**src/rtl/boot_frame_decoder_if.sv**
```systemverilog
// Purpose: bundles the byte-receive input and the ICCM write / status
//          outputs of the boot frame decoder into one interface.
// Signals (named from the decoder's point of view):
//   rx_dv_i    one-cycle pulse, rx_byte_i valid
//   rx_byte_i  received byte
//   we_o       one-cycle ICCM write strobe
//   addr_o     ICCM word address for we_o
//   wdata_o    ICCM write data
//   core_rst_o 1 = hold core in reset
//   busy_o     1 = frame in progress
//   err_o      sticky error flag
// Modports: master = byte source / observer, slave = decoder.
interface boot_frame_decoder_if #(
  parameter int unsigned ADDR_W = 14
);
  logic              rx_dv_i;
  logic [7:0]        rx_byte_i;
  logic              we_o;
  logic [ADDR_W-1:0] addr_o;
  logic [31:0]       wdata_o;
  logic              core_rst_o;
  logic              busy_o;
  logic              err_o;

  modport master (
    output rx_dv_i, rx_byte_i,
    input  we_o, addr_o, wdata_o, core_rst_o, busy_o, err_o
  );

  modport slave (
    input  rx_dv_i, rx_byte_i,
    output we_o, addr_o, wdata_o, core_rst_o, busy_o, err_o
  );
endinterface

```
**src/rtl/boot_frame_decoder.sv**
```systemverilog
// Purpose: parses framed boot packets from the UART byte stream into ICCM
//          word writes and a core-hold-in-reset control.
// Frame: SYNC CMD [AHI ALO LEN payload(LEN*4, LE words)] CHK
//        CMD 01 = WRITE, 02 = RUN; CHK = XOR of CMD .. byte before CHK.
// Ports:
//   clk_i   system clock
//   rst_ni  asynchronous active-low reset
//   bus     boot_frame_decoder_if.slave (byte input, write/status outputs)
//
// state | meaning
// ------+-----------------------------------------------
// IDLE  | hunting for SYNC_BYTE, other bytes dropped
// CMD   | waiting for command byte
// AHI   | waiting for address high byte
// ALO   | waiting for address low byte
// LEN   | waiting for word count (0 = 256)
// DATA  | assembling payload words, one write per 4 bytes
// CHK   | waiting for checksum byte
module boot_frame_decoder #(
  parameter int unsigned ADDR_W      = 14,
  parameter int unsigned TIMEOUT_CYC = 200000,
  parameter logic [7:0]  SYNC_BYTE   = 8'hA5
) (
  input logic                 clk_i,
  input logic                 rst_ni,
  boot_frame_decoder_if.slave bus
);

  localparam int unsigned      TMR_W    = $clog2(TIMEOUT_CYC + 1);
  localparam logic [TMR_W-1:0] TMR_LOAD = TMR_W'(TIMEOUT_CYC - 1);
  localparam logic [7:0]       CMD_WR   = 8'h01;
  localparam logic [7:0]       CMD_RUN  = 8'h02;

  typedef enum logic [2:0] {
    S_IDLE, S_CMD, S_AHI, S_ALO, S_LEN, S_DATA, S_CHK
  } state_t;

  state_t            state_q, state_d;
  logic              run_q, run_d;
  logic [7:0]        ahi_q, ahi_d;
  logic [ADDR_W-1:0] ptr_q, ptr_d;
  logic [ADDR_W-1:0] addr_q, addr_d;
  logic [31:0]       word_q, word_d;
  logic [31:0]       wdata_q, wdata_d;
  logic [1:0]        bcnt_q, bcnt_d;
  logic [8:0]        wcnt_q, wcnt_d;
  logic [7:0]        chk_q, chk_d;
  logic [TMR_W-1:0]  tmr_q, tmr_d;
  logic              we_q, we_d;
  logic              core_rst_q, core_rst_d;
  logic              busy_q, busy_d;
  logic              err_q, err_d;

  always_ff @(posedge clk_i or negedge rst_ni) begin
    if (!rst_ni) begin
      state_q    <= S_IDLE;
      run_q      <= 1'b0;
      ahi_q      <= '0;
      ptr_q      <= '0;
      addr_q     <= '0;
      word_q     <= '0;
      wdata_q    <= '0;
      bcnt_q     <= '0;
      wcnt_q     <= '0;
      chk_q      <= '0;
      tmr_q      <= '0;
      we_q       <= 1'b0;
      core_rst_q <= 1'b1;
      busy_q     <= 1'b0;
      err_q      <= 1'b0;
    end else begin
      state_q    <= state_d;
      run_q      <= run_d;
      ahi_q      <= ahi_d;
      ptr_q      <= ptr_d;
      addr_q     <= addr_d;
      word_q     <= word_d;
      wdata_q    <= wdata_d;
      bcnt_q     <= bcnt_d;
      wcnt_q     <= wcnt_d;
      chk_q      <= chk_d;
      tmr_q      <= tmr_d;
      we_q       <= we_d;
      core_rst_q <= core_rst_d;
      busy_q     <= busy_d;
      err_q      <= err_d;
    end
  end

  always_comb begin
    state_d    = state_q;
    run_d      = run_q;
    ahi_d      = ahi_q;
    ptr_d      = ptr_q;
    addr_d     = addr_q;
    word_d     = word_q;
    wdata_d    = wdata_q;
    bcnt_d     = bcnt_q;
    wcnt_d     = wcnt_q;
    chk_d      = chk_q;
    tmr_d      = tmr_q;
    we_d       = 1'b0;
    core_rst_d = core_rst_q;
    err_d      = err_q;

    if (bus.rx_dv_i) begin
      // A byte always restarts the inter-byte timer, even on its expiry cycle.
      tmr_d = TMR_LOAD;
      unique case (state_q)
        S_IDLE: begin
          if (bus.rx_byte_i == SYNC_BYTE) state_d = S_CMD;
        end
        S_CMD: begin
          chk_d = bus.rx_byte_i;
          if (bus.rx_byte_i == CMD_WR) begin
            run_d      = 1'b0;
            core_rst_d = 1'b1;
            state_d    = S_AHI;
          end else if (bus.rx_byte_i == CMD_RUN) begin
            run_d   = 1'b1;
            state_d = S_CHK;
          end else begin
            err_d   = 1'b1;
            state_d = S_IDLE;
          end
        end
        S_AHI: begin
          chk_d   = chk_q ^ bus.rx_byte_i;
          ahi_d   = bus.rx_byte_i;
          state_d = S_ALO;
        end
        S_ALO: begin
          chk_d   = chk_q ^ bus.rx_byte_i;
          ptr_d   = ADDR_W'({ahi_q, bus.rx_byte_i});
          state_d = S_LEN;
        end
        S_LEN: begin
          chk_d   = chk_q ^ bus.rx_byte_i;
          wcnt_d  = (bus.rx_byte_i == 8'h00) ? 9'd256 : {1'b0, bus.rx_byte_i};
          bcnt_d  = 2'd0;
          state_d = S_DATA;
        end
        S_DATA: begin
          chk_d  = chk_q ^ bus.rx_byte_i;
          // Shift right so the first byte of a word ends up in [7:0].
          word_d = {bus.rx_byte_i, word_q[31:8]};
          bcnt_d = bcnt_q + 2'd1;
          if (bcnt_q == 2'd3) begin
            we_d    = 1'b1;
            wdata_d = word_d;
            addr_d  = ptr_q;
            ptr_d   = ptr_q + ADDR_W'(1);
            wcnt_d  = wcnt_q - 9'd1;
            if (wcnt_q == 9'd1) state_d = S_CHK;
          end
        end
        S_CHK: begin
          if (bus.rx_byte_i != chk_q) err_d = 1'b1;
          else if (run_q && !err_q)   core_rst_d = 1'b0;
          state_d = S_IDLE;
        end
        default: state_d = S_IDLE;
      endcase
    end else if (state_q != S_IDLE) begin
      if (tmr_q == '0) begin
        // Partial word is dropped simply by leaving DATA.
        err_d   = 1'b1;
        state_d = S_IDLE;
      end else begin
        tmr_d = tmr_q - TMR_W'(1);
      end
    end
  end

  assign busy_d = (state_d != S_IDLE);

  assign bus.we_o       = we_q;
  assign bus.addr_o     = addr_q;
  assign bus.wdata_o    = wdata_q;
  assign bus.core_rst_o = core_rst_q;
  assign bus.busy_o     = busy_q;
  assign bus.err_o      = err_q;

endmodule

```
**src/flat_wrapper.sv**
```systemverilog
// flat-port wrapper written by rule: the top's interface ports become plain ports
module boot_frame_decoder_flat 
#(
  parameter int unsigned ADDR_W      = 14,
  parameter int unsigned TIMEOUT_CYC = 200000,
  parameter logic [7:0]  SYNC_BYTE   = 8'hA5
)
  (clk_i, rst_ni, bus_rx_dv_i, bus_rx_byte_i, bus_we_o, bus_addr_o, bus_wdata_o, bus_core_rst_o, bus_busy_o, bus_err_o);
  boot_frame_decoder_if #(.ADDR_W(ADDR_W)) bus_i ();
  input logic clk_i;
  input logic rst_ni;
  input wire logic [$bits(bus_i.rx_dv_i)-1:0] bus_rx_dv_i;
  input wire logic [$bits(bus_i.rx_byte_i)-1:0] bus_rx_byte_i;
  output wire logic [$bits(bus_i.we_o)-1:0] bus_we_o;
  output wire logic [$bits(bus_i.addr_o)-1:0] bus_addr_o;
  output wire logic [$bits(bus_i.wdata_o)-1:0] bus_wdata_o;
  output wire logic [$bits(bus_i.core_rst_o)-1:0] bus_core_rst_o;
  output wire logic [$bits(bus_i.busy_o)-1:0] bus_busy_o;
  output wire logic [$bits(bus_i.err_o)-1:0] bus_err_o;
  assign bus_i.rx_dv_i = bus_rx_dv_i;
  assign bus_i.rx_byte_i = bus_rx_byte_i;
  assign bus_we_o = bus_i.we_o;
  assign bus_addr_o = bus_i.addr_o;
  assign bus_wdata_o = bus_i.wdata_o;
  assign bus_core_rst_o = bus_i.core_rst_o;
  assign bus_busy_o = bus_i.busy_o;
  assign bus_err_o = bus_i.err_o;
  boot_frame_decoder #(.ADDR_W(ADDR_W), .TIMEOUT_CYC(TIMEOUT_CYC), .SYNC_BYTE(SYNC_BYTE)) u_core (.clk_i(clk_i), .rst_ni(rst_ni), .bus(bus_i));
endmodule
```
**config.mk**
```make
export PLATFORM = sky130hd
export DESIGN_NAME = boot_frame_decoder_flat
export DESIGN_NICKNAME = d
export VERILOG_FILES = /design/src/rtl/boot_frame_decoder_if.sv /design/src/rtl/boot_frame_decoder.sv /design/src/flat_wrapper.sv
export SDC_FILE = /design/constraint.sdc
export NUM_CORES = 1
export LEC_CHECK = 0
export BUFFER_PORTS_ARGS = -buffer_cell sky130_fd_sc_hd__buf_2
export CELL_PAD_IN_SITES_DETAIL_PLACEMENT = 1
export CELL_PAD_IN_SITES_GLOBAL_PLACEMENT = 2
export CORE_ASPECT_RATIO = 1.75
export CORE_MARGIN = 5
export CORE_UTILIZATION = 42
export DETAILED_ROUTE_END_ITERATION = 8
export PLACE_DENSITY_LB_ADDON = 0.1
export SLEW_MARGIN = 0
export SYNTH_ARGS = -nofsm -noshare
export SYNTH_HDL_FRONTEND = slang
export SYNTH_SLANG_ARGS = --single-unit
export TNS_END_PERCENT = 1
```
**constraint.sdc**
```tcl
create_clock -name clk_i -period 3.7 [get_ports clk_i]
set_input_delay 0.37 -clock clk_i [delete_from_list [all_inputs] [get_ports clk_i]]
set_output_delay 0.37 -clock clk_i [all_outputs]
set_load 0.02 [all_outputs]
```
==> reports/qor.txt <==
CRITICAL PATH
--------------------------------------------------------------------------------------
End point of the critical path                                            u_core.tmr_q[17]
Worst Reg2Reg Path Length in Cells                                                   5
Critical path capture point type                                                  flop
Worst R2R End                                                             u_core.tmr_q[17]
R2r startpoint                                                            u_core.tmr_q[10]
Worst Path Arrival                                                             2.99 ns
Critical path required time                                                    3.99 ns
Source of the critical timing path                                        u_core.tmr_q[10]
Slack of the worst reg-to-reg path                                              1.0 ns
Largest fanout on the critical path                                                 12
Critical setup path kind                                                  flop to flop
Startpoint type of the worst setup path                                           flop

POWER AND IR DROP
--------------------------------------------------------------------------------------
Cell-internal power                                                            3.42 mW
Combinational fraction of design power                                           0.258
Switching portion of total power                                                 0.356
Sw power                                                                       1.89 mW
Reported leakage power                                                         3.44 nW
Share of total power in the clock network                                        0.308
PnR Total Power                                                                5.31 mW
Highest ir drop seen on vdd                                                 0.000286 V
Power per cell area                                                         700 mW/mm²
Portion of total power attributed to sequential cells                            0.434

SYNTHESIS
--------------------------------------------------------------------------------------
Post-synth top area cell                                                  sky130_fd_sc_hd__dfrtp_1
Cell with the most instances after synthesis                              sky130_fd_sc_hd__dfrtp_1
Synth Warn #                                                                         0
Average instance area after synthesis                                         10.6 µm²
Syn nets                                                                           641
Largest cells by area after synthesis                                     sky130_fd_sc_hd__dfrtp_1 51%, sky130_fd_sc_hd__mux2_2 11%, sky130_fd_sc_hd__a21oi_1 3.6%
Top post-synthesis cells by count                                         134 x sky130_fd_sc_hd__dfrtp_1, 63 x sky130_fd_sc_hd__mux2_2, 52 x sky130_fd_sc_hd__nand2_1
Sequential share of the synthesized area                                         0.512
Number of enable flip-flop cells after synthesis                                     0
Yosys cell types                                                                    63
Register bit total from synthesis                                                  135
Instance count of the mapped netlist                                               625
Main synth FF type                                                        sky130_fd_sc_hd__dfrtp_1
Proportion of netlist area held by the largest area contributor                  0.508
Share of async-settable or async-resettable flops after synthesis                 1.00
Netlist area before placement                                              0.00660 mm²

GLOBAL ROUTING
--------------------------------------------------------------------------------------
Pin count of the biggest net entering global routing                                90
Global-route usage over all layers                                               0.203
First-pass GRT wire length                                                    29900 µm
Sum of overflow across all layers after global routing                               0
Number of global-route vias before repair                                         5545
Initial antenna violation count                                                      0

DETAILED ROUTING
--------------------------------------------------------------------------------------
Post-detailed-routing wire length                                             18000 µm
Average vias per placed instance                                                  5.93
Number of remaining DRC errors                                                       0
Met2 WL                                                                        9830 µm
DR WL/cell                                                                     20.8 µm
Uppermost layer routed                                                            met4
Met3 wire len                                                                   625 µm
Routed metal-1 wire length                                                     6940 µm
Iteration-0 DRC count of the detailed router                                       293
Antenna violation net count after detailed routing                                   0
Routed vias                                                                       5154
Length of the first detailed-routing pass in iterations                              4

CLOCK TREE
--------------------------------------------------------------------------------------
Root buf cell                                                             sky130_fd_sc_hd__clkbuf_16
Hold buffer count at CTS                                                             0
Clock slew at the register clock pins of the worst setup and hold paths        0.06 ns
Buffer levels on the longest clock path                                              2
TritonCTS clock tree                                                             built
Clock latency on the worst-skew pair                                           0.42 ns
CTS H-Tree Depth                                                                     4
Post-CTS repair timing setup buffer count                                            0
Clock Sink Count                                                                   135
Cts bufs inserted                                                                   17
Post-cts resize count                                                                0

STA
--------------------------------------------------------------------------------------
Relative slew slack                                                              0.368
Final sum of negative setup slack                                                 0 ns
Unrepaired setup endpoints after global routing                                     no
Clock Skews                                                                  0.0115 ns
Min Tclk post-route                                                            2.70 ns
Final period utilization                                                         0.730
Worst-margin pin slew                                                         0.947 ns
Fmax achieved                                                                0.370 GHz
Worst Hold Slack                                                             0.0214 ns
Slew Limit Fails                                                                     0
Final Hold Violating Endpoints                                                       0
Final number of setup-violating endpoints                                            0
Post-route worst setup slack                                                  0.999 ns

CELLS AND AREA
--------------------------------------------------------------------------------------
Diodes inserted                                                                      0
Net count of the finished layout                                                   686
Sequential cell area                                                       0.00338 mm²
Design Area, Final                                                         0.00758 mm²
Area growth syn-to-layout                                                        14.8%
Share of final-layout standard cells stronger than drive strength 1              0.271
Count of placed standard cells in the final layout, fillers left out               869
Area used by multi-input combinational logic                               0.00294 mm²
Post-Route Utilization                                                           0.493
Filler cell count in the final layout                                             1700

RUN
--------------------------------------------------------------------------------------
Number of max-cap violations                                                         0

FLOORPLAN
--------------------------------------------------------------------------------------
Number of top-level design ports                                                    61
Die Height                                                                      176 µm
Num rows                                                                            60
Total die area                                                              0.0184 mm²
Area of the core region                                                     0.0154 mm²
Die X                                                                           105 µm
Starting density of the core                                                     0.429

PLACED DESIGN
--------------------------------------------------------------------------------------
Number of port buffers                                                              60
Final HPWL from detailed placement                                            12700 µm
Placement-stage worst setup slack                                              1.04 ns
Area post-placement                                                        0.00701 mm²
Routability cong.                                                                0.808
Total instance count after detailed placement                                      837

RUN STATUS
--------------------------------------------------------------------------------------
Result of the run                                                            completed

MIN PATH
--------------------------------------------------------------------------------------
Min-Delay Path Class                                                      primary input to asynchronous set/reset pin

[worst max-delay path, cell delays in order, from the launching register on]
cell                       delay [ns]
sky130_fd_sc_hd__dfrtp_1         0.43
sky130_fd_sc_hd__or4_4           0.57
sky130_fd_sc_hd__or4_4           0.63
sky130_fd_sc_hd__o311ai_4        0.50
sky130_fd_sc_hd__nor4_1          0.09
sky130_fd_sc_hd__or3_1           0.33
[kinds of logic after synthesis]
kind of cell / count (synthesis) / synth area share
mux: 63 / 0.107
simple gates: 170 / 0.132
fa+ha+maj: 5 / 0.00947
flops: 135 / 0.512
buf+inv: 63 / 0.0441
compound gates: 173 / 0.174
xor+xnor: 16 / 0.0212
[sequential cells by signal (all words and copies together) (netlist names), 6 cells and up]
signal / cells
u_core.wcnt_q: 9
u_core.chk_q: 8
u_core.tmr_q: 18
u_core.ptr_q: 14
u_core.word_q: 24
u_core.bus.wdata_o: 32
u_core.bus.addr_o: 14
u_core.ahi_q: 6
[power by group through the flow]
stage | clock network (mW) | logic, mW | registers, mW
finish | 1.63 | 1.37 | 2.30
global route | 1.75 | 1.52 | 2.37
CTS | 1.67 | 1.40 | 2.31
detailed placement | 0 | 1.40 | 2.34
global placement | 0 | 1.35 | 2.30
floorplan | 0 | 0.764 | 2.43
[final cells by class]
class,count,share of cell area
clock buffers,18,0.0579
clock inverters,14,0.0172
flip-flops and latches,135,0.446
well taps,186,0.0307
inverters,20,0.00990
multi-input cells,427,0.388
repair buffers,69,0.0510
[layout by cell type, fill, tap and decap left out, drive strengths merged, types with 3 or more instances in the layout]
cell       n
dfrtp    134
buf       69
mux2      63
nand2     52
a21oi     47
o21ai     36
nor2      32
inv       29
o22ai     20
clkbuf    18
nor3      15
xnor2     14
a31oi     13
or3       10
nand3      9
a21o       9
nand4      8
o31ai      8
or4        8
nor4       7
nand2b     6
o2111ai    5
ha         5
nand3b     4
a2bb2oi    4
o221ai     4
or2        4
or3b       3
and3       3
o22a       3
a211o      3
nor2b      3
clkinv     3
[layer usage]
metal	GRT usage	up-vias
li1	-	2375
met1	0.222	2651
met2	0.371	94
met3	0.0419	34
met4	0.0923	0
met5	0	-
[worst min-delay path by stage]
| stage | startpoint | to | slack [ns] | cells after the start |
|---|---|---|---|---|
| floorplan | rst_ni | u_core.ahi_q[0] | 0.07 | 0 |
| global placement | u_core.bus.addr_o[2] | u_core.bus.addr_o[2] | 0.47 | 2 |
| detailed placement | u_core.bus.wdata_o[30] | u_core.bus.wdata_o[30] | 0.48 | 2 |
| CTS | rst_ni | u_core.state_q[1] | 0.07 | 1 |
| global route | rst_ni | u_core.tmr_q[9] | 0.09 | 1 |
| finish | rst_ni | u_core.tmr_q[15] | 0.02 | 1 |
No activity file was read; power rests on OpenSTA's default activity.
